<file path="src/rtl/mau_pkg.sv">
// mem_access_unit shared types: size codes, FSM states, byte-enable masks.
// Imported by mem_access_unit and mau_lane_fmt.
package mau_pkg;

  localparam logic [1:0] SZ_BYTE = 2'b00;
  localparam logic [1:0] SZ_HALF = 2'b01;
  localparam logic [1:0] SZ_WORD = 2'b11;

  localparam logic [3:0] BE_ALL = 4'b1111;
  localparam logic [3:0] BE_LO  = 4'b0011;
  localparam logic [3:0] BE_HI  = 4'b1100;
  localparam logic [3:0] BE_B0  = 4'b0001;

  typedef enum logic [1:0] {
    ST_IDLE,
    ST_BUS,
    ST_RESP
  } state_e;

  // Fetches and the spare 2'b10 code both act as word accesses.
  function automatic logic [1:0] norm_size(
    input logic       fetch,
    input logic [1:0] sz
  );
    return (fetch || sz == 2'b10) ? SZ_WORD : sz;
  endfunction

endpackage

</file>
<file path="src/rtl/mau_lane_fmt.sv">
// Combinational lane logic: store steering and load extraction.
// Store side uses the incoming request, load side the latched one.
module mau_lane_fmt
  import mau_pkg::*;
(
  input  logic [1:0]  st_size,
  input  logic [1:0]  st_off,
  input  logic [31:0] st_wdata_i,
  output logic [31:0] st_wdata_o,
  output logic [3:0]  st_be,
  input  logic [1:0]  ld_size,
  input  logic [1:0]  ld_off,
  input  logic        ld_signed,
  input  logic [31:0] ld_rdata,
  output logic [31:0] ld_data
);

  logic [4:0]  rot_sh;
  logic [63:0] rot_dbl;
  logic [31:0] rot;
  logic [7:0]  ld_b;
  logic [15:0] ld_h;

  // Replicate store data across lanes and pick byte enables.
  always_comb begin
    st_wdata_o = st_wdata_i;
    st_be      = BE_ALL;
    unique case (st_size)
      SZ_BYTE: begin
        st_wdata_o = {4{st_wdata_i[7:0]}};
        st_be      = BE_B0 << st_off;
      end
      SZ_HALF: begin
        st_wdata_o = {2{st_wdata_i[15:0]}};
        st_be      = st_off[1] ? BE_HI : BE_LO;
      end
      default: ;
    endcase
  end

  // Rotate word by the byte offset, select lane, then extend.
  always_comb begin
    rot_sh  = {ld_off, 3'b000};
    rot_dbl = {ld_rdata, ld_rdata} >> rot_sh;
    rot     = rot_dbl[31:0];
    ld_b    = rot[7:0];
    ld_h    = ld_off[1] ? ld_rdata[31:16] : ld_rdata[15:0];
    ld_data = rot;
    unique case (ld_size)
      SZ_BYTE: ld_data = {{24{ld_signed & ld_b[7]}}, ld_b};
      SZ_HALF: ld_data = {{16{ld_signed & ld_h[15]}}, ld_h};
      default: ;
    endcase
  end

endmodule

</file>
<file path="src/rtl/mem_access_unit.sv">
// Load/store unit: IDLE/BUS/RESP FSM, bus watchdog, registered outputs.
// Optional ALIGN_FAULT_EN: misaligned half/word requests fault without bus.
module mem_access_unit
  import mau_pkg::*;
#(
  parameter int ADDR_W  = 32,
  parameter int TMO_W   = 8,
  parameter int TMO_CYC = 255
) (
  input  logic              clk,
  input  logic              rst_n,
  input  logic              req_valid,
  output logic              req_ready,
  input  logic              req_we,
  input  logic              req_fetch,
  input  logic [1:0]        req_size,
  input  logic              req_signed,
  input  logic [ADDR_W-1:0] req_addr,
  input  logic [31:0]       req_wdata,
  output logic              rsp_valid,
  output logic [31:0]       rsp_rdata,
  output logic              rsp_err,
  output logic              mem_req,
  output logic              mem_we,
  output logic [ADDR_W-1:0] mem_addr,
  output logic [3:0]        mem_be,
  output logic [31:0]       mem_wdata,
  input  logic [31:0]       mem_rdata,
  input  logic              mem_ack
);

  localparam logic [TMO_W-1:0] TMO_LAST = TMO_W'(TMO_CYC - 1);

  state_e            state_q, state_d;
  logic [TMO_W-1:0]  tmo_q, tmo_d;
  logic [1:0]        size_q, size_d;
  logic              sgn_q, sgn_d;
  logic [1:0]        off_q, off_d;
  logic              mem_req_q, mem_req_d;
  logic              mem_we_q, mem_we_d;
  logic [ADDR_W-1:0] mem_addr_q, mem_addr_d;
  logic [3:0]        mem_be_q, mem_be_d;
  logic [31:0]       mem_wdata_q, mem_wdata_d;
  logic              rsp_valid_q, rsp_valid_d;
  logic [31:0]       rsp_rdata_q, rsp_rdata_d;
  logic              rsp_err_q, rsp_err_d;

  logic [1:0]  in_size;
  logic        in_sgn;
  logic        fault;
  logic [31:0] st_wdata;
  logic [3:0]  st_be;
  logic [31:0] ld_data;

  mau_lane_fmt u_fmt (
    .st_size    (in_size),
    .st_off     (req_addr[1:0]),
    .st_wdata_i (req_wdata),
    .st_wdata_o (st_wdata),
    .st_be      (st_be),
    .ld_size    (size_q),
    .ld_off     (off_q),
    .ld_signed  (sgn_q),
    .ld_rdata   (mem_rdata),
    .ld_data    (ld_data)
  );

  // Normalise the incoming request and decide alignment fault.
  always_comb begin
    in_size = norm_size(req_fetch, req_size);
    in_sgn  = req_signed & ~req_fetch & ~req_we & (in_size != SZ_WORD);
`ifdef ALIGN_FAULT_EN
    fault = (in_size == SZ_HALF && req_addr[0]) ||
            (in_size == SZ_WORD && req_addr[1:0] != 2'b00);
`else
    fault = 1'b0;
`endif
  end

  // Next-state, watchdog and registered-output computation.
  always_comb begin
    state_d     = state_q;
    tmo_d       = tmo_q;
    size_d      = size_q;
    sgn_d       = sgn_q;
    off_d       = off_q;
    mem_req_d   = mem_req_q;
    mem_we_d    = mem_we_q;
    mem_addr_d  = mem_addr_q;
    mem_be_d    = mem_be_q;
    mem_wdata_d = mem_wdata_q;
    rsp_valid_d = 1'b0;
    rsp_rdata_d = rsp_rdata_q;
    rsp_err_d   = rsp_err_q;
    unique case (state_q)
      ST_IDLE: begin
        if (req_valid) begin
          size_d      = in_size;
          sgn_d       = in_sgn;
          off_d       = req_addr[1:0];
          mem_we_d    = req_we;
          mem_addr_d  = {req_addr[ADDR_W-1:2], 2'b00};
          mem_be_d    = req_we ? st_be : BE_ALL;
          mem_wdata_d = req_we ? st_wdata : 32'h0;
          tmo_d       = '0;
          if (fault) begin
            state_d     = ST_RESP;
            rsp_valid_d = 1'b1;
            rsp_err_d   = 1'b1;
            rsp_rdata_d = 32'h0;
          end else begin
            state_d   = ST_BUS;
            mem_req_d = 1'b1;
          end
        end
      end
      ST_BUS: begin
        if (mem_ack) begin
          state_d     = ST_RESP;
          mem_req_d   = 1'b0;
          rsp_valid_d = 1'b1;
          rsp_err_d   = 1'b0;
          rsp_rdata_d = mem_we_q ? 32'h0 : ld_data;
          tmo_d       = '0;
        end else if (tmo_q == TMO_LAST) begin
          state_d     = ST_RESP;
          mem_req_d   = 1'b0;
          rsp_valid_d = 1'b1;
          rsp_err_d   = 1'b1;
          rsp_rdata_d = 32'h0;
          tmo_d       = '0;
        end else begin
          tmo_d = tmo_q + TMO_W'(1);
        end
      end
      ST_RESP: begin
        state_d     = ST_IDLE;
        rsp_rdata_d = 32'h0;
        rsp_err_d   = 1'b0;
      end
      default: state_d = ST_IDLE;
    endcase
  end

  // State and output registers.
  always_ff @(posedge clk or negedge rst_n) begin
    if (!rst_n) begin
      state_q     <= ST_IDLE;
      tmo_q       <= '0;
      size_q      <= SZ_WORD;
      sgn_q       <= 1'b0;
      off_q       <= 2'b00;
      mem_req_q   <= 1'b0;
      mem_we_q    <= 1'b0;
      mem_addr_q  <= '0;
      mem_be_q    <= 4'b0000;
      mem_wdata_q <= 32'h0;
      rsp_valid_q <= 1'b0;
      rsp_rdata_q <= 32'h0;
      rsp_err_q   <= 1'b0;
    end else begin
      state_q     <= state_d;
      tmo_q       <= tmo_d;
      size_q      <= size_d;
      sgn_q       <= sgn_d;
      off_q       <= off_d;
      mem_req_q   <= mem_req_d;
      mem_we_q    <= mem_we_d;
      mem_addr_q  <= mem_addr_d;
      mem_be_q    <= mem_be_d;
      mem_wdata_q <= mem_wdata_d;
      rsp_valid_q <= rsp_valid_d;
      rsp_rdata_q <= rsp_rdata_d;
      rsp_err_q   <= rsp_err_d;
    end
  end

  assign req_ready = (state_q == ST_IDLE);
  assign mem_req   = mem_req_q;
  assign mem_we    = mem_we_q;
  assign mem_addr  = mem_addr_q;
  assign mem_be    = mem_be_q;
  assign mem_wdata = mem_wdata_q;
  assign rsp_valid = rsp_valid_q;
  assign rsp_rdata = rsp_rdata_q;
  assign rsp_err   = rsp_err_q;

endmodule

</file>
<file path="config.mk">
export PLATFORM = sky130hd
export DESIGN_NAME = mem_access_unit
export DESIGN_NICKNAME = d
export VERILOG_FILES = /design/src/rtl/mau_pkg.sv /design/src/rtl/mau_lane_fmt.sv /design/src/rtl/mem_access_unit.sv
export SDC_FILE = /design/constraint.sdc
export NUM_CORES = 1
export LEC_CHECK = 0
export ABC_AREA = 1
export CORE_UTILIZATION = 30
export DETAILED_ROUTE_END_ITERATION = 10
export PLACE_DENSITY = 0.65
export SYNTH_ARGS = -nofsm -noshare
export SYNTH_HDL_FRONTEND = slang
export SYNTH_HIERARCHICAL = 1
export SYNTH_SLANG_ARGS = --single-unit
</file>
<file path="constraint.sdc">
create_clock -name clk -period 3.5 [get_ports clk]
set_input_delay 0.7 -clock clk [delete_from_list [all_inputs] [get_ports clk]]
set_output_delay 0.7 -clock clk [all_outputs]
set_load 0.02 [all_outputs]
</file>
Word-level counts from Yosys, hierarchy flattened
Index checks and enable logic that the tools add are counted.

Word-level logic and storage cells: 73. Flip-flop bits (word level): 117. Bits of input ports: 105.

Bitwise operators: 7. Mux-type cells: 30. Shift-type cells: 2. Reductions and logical operators: 11. Equal/unequal tests: 9. Add/subtract/negate cells: 1.

Operators by type and width (number): $pmux W32 S2 (3); $mux W32 (4); $shr A64 B5 Y32 (1); $mux W8 (3); $mux W16 (1); $pmux W8 S2 (1); $add A8 B1 Y8 const B (1); $eq A8 B8 Y1 const B (1); $mux W1 (8); $mux W2 (4); $mux W4 (2); $pmux W4 S2 (1); $reduce_and A2 Y1 (4); $eq A2 B1 Y1 const B (3); $logic_not A2 Y1 (3); $and A1 B1 Y1 (5); $eq A2 B2 Y1 const B (2); $ne A2 B2 Y1 const B (2); $pmux W1 S2 (2); $pmux W2 S2 (1); $reduce_bool A2 Y1 (2); $shl A1 B2 Y4 const A (1); $ne A3 B3 Y1 const B (1); $reduce_and A3 Y1 (1); 2 further kinds (3).

Logic depth before layout (Yosys ltp)
Gate-level depths: netlist of run 1.

Depth after elaboration: 6. Depth in mapped cells: 11. Depth with buffers taken out: 10.

Hierarchy
The synthesis of run 1 kept the hierarchy.

By module, submodules not included: mem_access_unit (times used 1, cells an instance 461, area each 4590.7 sq um, seq. area each 2930.3 sq um); mau_lane_fmt (times used 1, cells an instance 352, area each 1850.5 sq um, seq. area each 0.0 sq um).

Worst setup path after synthesis of run 1
Ideal clock, no wire load.

Kind: input -> register. Start point: in req_size[1]. End point: reg mem_wdata_q[10] (netlist: mem_wdata[10]). Arrival time: 1747 ps. Cell stages on the path: 5. Library setup time: 121 ps. Path slack: 1632 ps. Cells stage by stage: or3_1 > nor2_4 > buf_2 > o21ai_0 > a22o_1.

Longest elaborated chain between the ends: 6. Elaborated cells on any way between the ends: 7.

RTL lines: from (decl) (RTL line mem_access_unit.sv:16) `input logic [1:0] req_size,`; $eq A2 B2 Y1 (RTL line mau_pkg.sv:25) `return (fetch || sz == 2'b10) ? SZ_WORD : sz;`; $logic_or A1 B1 Y1 (RTL line mau_pkg.sv:25); $mux W2 (*) (RTL line mau_pkg.sv:25); $eq A2 B1 Y1 or $logic_not A2 Y1 (tied branches) (RTL line mau_lane_fmt.sv:28) `unique case (st_size)`; $pmux W32 S2 (*) (RTL line mau_lane_fmt.sv:28); via st_wdata[10] (RTL line mem_access_unit.sv:51) `logic [31:0] st_wdata;`; $mux W32 (*) (RTL line mem_access_unit.sv:104) `mem_wdata_d = req_we ? st_wdata : 32'h0;`; to (signal assigned) (RTL line mem_access_unit.sv:171) `mem_wdata_q <= mem_wdata_d;`; to (decl) (RTL line mem_access_unit.sv:43) `logic [31:0] mem_wdata_q, mem_wdata_d;`.

Mark *: on every way through the listed nets, which the timed path passes. The rest lies on a longest branch. A chain may end at the register's enable or synchronous reset.

Worst setup path in the final report of run 1
Start point: reg state_q[1]. End point: out req_ready.

Longest elaborated chain between the ends: 1.

RTL lines: from (decl) (RTL line mem_access_unit.sv:34) `state_e state_q, state_d;`; from (signal assigned) (RTL line mem_access_unit.sv:162) `state_q <= state_d;`; $logic_not A2 Y1 (RTL line mem_access_unit.sv:178) `assign req_ready = (state_q == ST_IDLE);`; to (decl) (RTL line mem_access_unit.sv:13) `output logic req_ready,`.

Every way passes these cells.

==> results.json, run 1 <==
{
  "final-setup-viol-count": 0,
  "synth_common_cells": "297 x nand2_1, 147 x nand3_1, 115 x dfrtp_1, 34 x nor2_1, 32 x a22o_1",
  "grt_pass1_wl_mm": 32.2,
  "multiInputGateArea_um2": 2930,
  "clock-sinks": 117,
  "r2r_cells": 6,
  "critPathRequiredTime_ps": 2800,
  "ys_top_cells_by_area": "dfrtp_1 45%, nand2_1 17%, nand3_1 11%",
  "nets": 1093,
  "die_width_um": 149,
  "grt_usage_pct": 18.7,
  "dieHeight_um": 149,
  "drt_iter0_drc": 430,
  "overflow": 0,
  "hold_buffers": 0,
  "fmax_ghz": 0.434,
  "cts_made_buffers": 17,
  "slew_headroom_pct": 23.7,
  "drive_above_1_share_pct": 7.81,
  "period_share_pct": 65.8,
  "gp_congestion": 0.897,
  "tritoncts": "done",
  "ys_warn_count": 6,
  "fin_cells": 1274,
  "worst_slew_pin_slew_ps": 1140,
  "clk_pin_slew_ps": 60,
  "design.die.area_um2": 22100,
  "cp-end-kind": "output pin",
  "seqCellArea_um2": 2930,
  "final.setup_skew_ps": 10.5,
  "dp.final_hpwl_mm": 14.1,
  "vias": 6223,
  "rsz0062_at_grt": "false",
  "post-cts-setup-buffer-count": 0,
  "area_delta_synth_final_pct": 41.2,
  "root_buffer": "clkbuf_16",
  "ir_drop_v": 0.000370,
  "critPathLaunchType": "flop",
  "wl_per_cell_um": 15.7,
  "power.leakage_nw": 4.34,
  "grt_pass1_vias": 6156,
  "min_path_type": "primary input to asynchronous set/reset pin",
  "maxCapViolations": 0,
  "cts.path.max_buffers": 2,
  "start_util_pct": 30.6,
  "finalHoldViolCount": 0,
  "drtPass1Iterations": 5,
  "place_inst": 1242,
  "synth_top_area_share_pct": 44.7,
  "cts_resized": 0,
  "period_needed_ps": 2300,
  "drc": 0,
  "drv_slew": 0,
  "synth_top_area_cell": "dfrtp_1",
  "synth-edff-count": 0,
  "rows": 53,
  "arrival_ps": 1600,
  "ys_seq_elements": 117,
  "postRouteAntennaNets": 0,
  "netlist_area_um2": 6440,
  "synthArstFlopShare_pct": 100,
  "tns_ps": 0,
  "fillers": 2082,
  "wirelength_mm": 19.9,
  "core_area_um2": 21000,
  "yosys.cell_count.top_type": "nand2_1",
  "vias_per_cell": 4.88,
  "synthFlopType": "dfrtp_1",
  "io_pins": 210,
  "total_power_w": 0.00729,
  "seq_area_frac_synth_pct": 45.5,
  "powerDensity_nw_per_um2": 802,
  "htreeDepth": 4,
  "avgSynthCellArea_um2": 7.92,
  "clk_latency_ps": 420,
  "io_buffers": 207,
  "grt_max_degree": 50,
  "netlist_instances": 813,
  "hold_ws_ps": 265,
  "antenna-diode-count": 0,
  "crit_fanout": 4,
  "ys_types": 36,
  "antenna_found_initial": 0,
  "status": "finished, final reports clean",
  "crit_type": "flop to output pin"
}
==> power breakdown <==
group | internal, W | total, W | leakage (nW) | switching, W
Combinational | 0.00140 | 0.00330 | 2.54 | 0.00190
Clock | 0.00114 | 0.00182 | 0.300 | 0.000687
Sequential | 0.00181 | 0.00217 | 1.50 | 0.000360
Total | 0.00435 | 0.00729 | 4.34 | 0.00295
==> critical path: stages, from the launching register on <==
cell             delay (ps)
dfrtp_1                 410
nor2_2                  150
clkdlybuf4s50_1         630
==> logic make-up after synthesis <==
logic type,Yosys count,share of synthesized area [%]
AOI/OAI and AO/OA,85,9.05
xor gates and xnor gates,2,0.272
adders and majority gates,2,0.388
buffers and inverters,95,9.05
DFF,117,45.5
other,1,0.0582
and+or+nand+nor,511,35.7
==> layout make-up <==
class	instances	area share [%]
multi-input cells	602	32.2
flip-flops and latches	117	32.2
repair buffers	216	23.6
clock buffers	17	4.68
well taps	275	3.78
clock inverters	15	2.09
inverters	32	1.38
==> metal layers <==
metal / global-route usage, % / vias to the layer above / part of all wire (%)
met5: 0 / - / 0
met4: 7.06 / 0 / 2.0
met3: 5.40 / 30 / 7.9
met2: 30.1 / 264 / 47
met1: 23.7 / 2901 / 44
li1: - / 3028 / -
==> state kept, by name, indices dropped and copies added (netlist names) <==
| signal | count |
|---|---|
| mem_addr | 30 |
| rsp_rdata | 32 |
| mem_we | 1 |
| rsp_err | 1 |
| off_q | 2 |
| size_q | 2 |
| mem_req | 1 |
| mem_be | 4 |
| mem_wdata | 32 |
| rsp_valid | 1 |
| tmo_q | 8 |
| state_q | 2 |
| sgn_q | 1 |
==> layout by cell type, fill, tap and decap left out, types with 2 or more instances in the layout <==
cell type | netlist | final
dfstp_2 | 2 | 2
clkbuf_16 | 0 | 17
nand3_2 | 16 | 16
nor2_2 | 3 | 3
inv_6 | 0 | 7
o21ai_1 | 8 | 8
nand2_2 | 3 | 3
conb_1 | 1 | 2
buf_4 | 21 | 9
a22o_1 | 32 | 32
nand4_1 | 2 | 2
inv_2 | 4 | 4
nor2_1 | 34 | 34
inv_4 | 2 | 2
clkinv_4 | 0 | 3
ha_1 | 2 | 2
nand2_1 | 297 | 297
xnor2_1 | 2 | 2
o22a_1 | 4 | 4
clkdlybuf4s50_1 | 0 | 206
nand3_1 | 147 | 147
o211ai_1 | 8 | 8
bufinv_16 | 0 | 3
dfrtp_1 | 115 | 115
o21ai_0 | 31 | 31
nand3_4 | 2 | 2
inv_1 | 26 | 26
==> through the flow <==
| stage | util (%) | instance area, um^2 | setup WS (ps) |
|---|---|---|---|
| floorplan | - | 6440 | 1630 |
| detailed placement | 40.3 | 8480 | 1050 |
| CTS | 43.3 | 9100 | 1160 |
| global route | 43.3 | 9100 | 1140 |
| global placement | 40.3 | 8480 | 1080 |
| finish | 43.3 | 9100 | 1200 |
==> path summary, 6_finish.rpt <==
| kind | from | to | slack [ps] |
|---|---|---|---|
| max | state_q[1] | req_ready | 1200 |
| min | rst_n | mem_wdata[0] | 260 |
| max reg2reg | off_q[1] | rsp_rdata[14] | 1490 |
| min reg2reg | mem_req | mem_req | 480 |
| max in group asynchronous | rst_n | rsp_valid | 2380 |
| min in group clk | mem_req | mem_req | 480 |
Note: power is estimated with default switching activity, not from simulation.
==> run 2, diff against run 1 <==
Settings changed: PLACE_DENSITY 0.65 to 0.67.
Clock period 3.5 ns to 2 ns, I/O delays scaled along.
==> run 2 against run 1 <==
Sequential power up 72%. Sequential share of layout area is 0.64 points lower. Die area stayed put. Clock skew about the same. Setup slack got worse by 1000 ps. Critical path depth fell by 1. Clock power rose by 75%. Critical path type unchanged. Worst hold slack improved by 150 ps. Non-clock buffer count rose by 17. Sequential cell count did not move. Wire length shrank 0.85%. Largest power group unchanged.
==> results.json, run 2 (synthesis gave the netlist of run 1 again) <==
{
  "fin_cells": 1291,
  "start_util_pct": 30.6,
  "dp.final_hpwl_mm": 14.4,
  "finalHoldViolCount": 0,
  "drv_slew": 0,
  "wl_per_cell_um": 15.3,
  "r2r-start": "tmo_q[0]",
  "place_inst": 1258,
  "core_area_um2": 21000,
  "critPathRequiredTime_ps": 1600,
  "root_buffer": "clkbuf_16",
  "crit_type": "flop to output pin",
  "grt_pass1_wl_mm": 31.8,
  "fmax_ghz": 0.542,
  "tritoncts": "done",
  "min_path_type": "primary input to asynchronous set/reset pin",
  "arrival_ps": 1450,
  "cts_made_buffers": 17,
  "mostFrequentLayoutCells": "297 x nand2_1, 204 x clkdlybuf4s50_1, 147 x nand3_1, 115 x dfrtp_1, 34 x nor2_1",
  "postRouteAntennaNets": 0,
  "power.leakage_nw": 4.45,
  "vias": 6229,
  "reg2reg_slack_ps": 370,
  "cp-startpoint": "mem_wdata[26]",
  "grt_usage_pct": 18.4,
  "layout_setup_ws_ps": 155,
  "grt_max_degree": 58,
  "period_share_pct": 92.3,
  "clk_latency_ps": 410,
  "design.die.area_um2": 22100,
  "nets": 1110,
  "io_buffers": 207,
  "drtPass1Iterations": 5,
  "final-setup-viol-count": 0,
  "final.setup_skew_ps": 10.0,
  "tns_ps": 0,
  "critPathMaxStageDelay_ps": 640,
  "clk_pin_slew_ps": 70,
  "drc": 0,
  "antenna-diode-count": 0,
  "critPathLaunchType": "flop",
  "rows": 53,
  "placed_cell_area_um2": 8650,
  "crit_fanout": 2,
  "vias_per_cell": 4.82,
  "period_needed_ps": 1850,
  "postLayoutCellArea_um2": 9280,
  "overflow": 0,
  "wirelength_mm": 19.8,
  "cp-end-kind": "output pin",
  "cts.path.max_buffers": 2,
  "io_pins": 210,
  "drt_iter0_drc": 357,
  "slowest_stage": "clkdlybuf4s50_1",
  "rsz0062_at_grt": "false",
  "worst-path-buf-inv": 1,
  "grt_pass1_vias": 6011,
  "gp_congestion": 0.879,
  "ir_drop_v": 0.000762,
  "powerDensity_nw_per_um2": 1390,
  "status": "finished, final reports clean",
  "cp_top_family": "buffers and inverters",
  "dieHeight_um": 149,
  "place_worst_setup_slack_ps": -58.0,
  "die_width_um": 149,
  "htreeDepth": 4,
  "antenna_found_initial": 0,
  "maxCapViolations": 0,
  "drive_above_1_share_pct": 9.25,
  "area_delta_synth_final_pct": 44.1,
  "path_cells": "clkdlybuf4s50_1",
  "mostFrequentLayoutCell": "nand2_1",
  "post-cts-setup-buffer-count": 0,
  "clock-sinks": 117
}
## run 2: layout make-up
type	instances	area (um^2)
fillers	2076	11700
multi-input cells	602	2930
flip-flops and latches	117	2930
repair buffers	233	2330
clock buffers	17	425
well taps	275	344
clock inverters	15	194
inverters	32	125
## run 2: worst paths after layout
| path | end | depth (start not counted) |
|---|---|---|
| max | mem_wdata[26] | 1 |
| min | mem_wdata[2] | 2 |
| max reg2reg | rsp_rdata[16] | 10 |
| min reg2reg | mem_req | 2 |
| max in group asynchronous | size_q[1] | 3 |
| min in group clk | mem_req | 2 |
## run 2: what timing repair did
| action | in CTS | in global routing |
|---|---|---|
| resized for setup | 1 | 1 |
| endpoints found under the hold margin | 13 | 0 |
| gates cloned | 0 | 0 |
| hold buffers | 1 | 0 |
| endpoints found under the setup margin | 1 | 1 |
## run 2: routing by layer
metal  part of all wire, %  wire (um)  global-route usage [%]
met1                    43       8430                    23.4
met2                    47       9220                    29.1
met3                   8.7       1710                    5.89
met4                   2.0        403                    6.65
met5                     0          0                       0
## run 2: through the flow
step                      hold slack [ps]  total power (W)  util (%)
final                                 415           0.0129      44.2
after global routing                  419           0.0137      44.2
after CTS                             403           0.0130      44.1
after detailed placement              305          0.00971      41.2
after global placement                302          0.00964      41.2
after floorplan                       104          0.00733         -
## run 2: power by group
group	switching (W)	internal, W	leakage (nW)
Clock	0.00119	0.00199	0.293
Sequential	0.000565	0.00317	1.50
Combinational	0.00338	0.00256	2.65
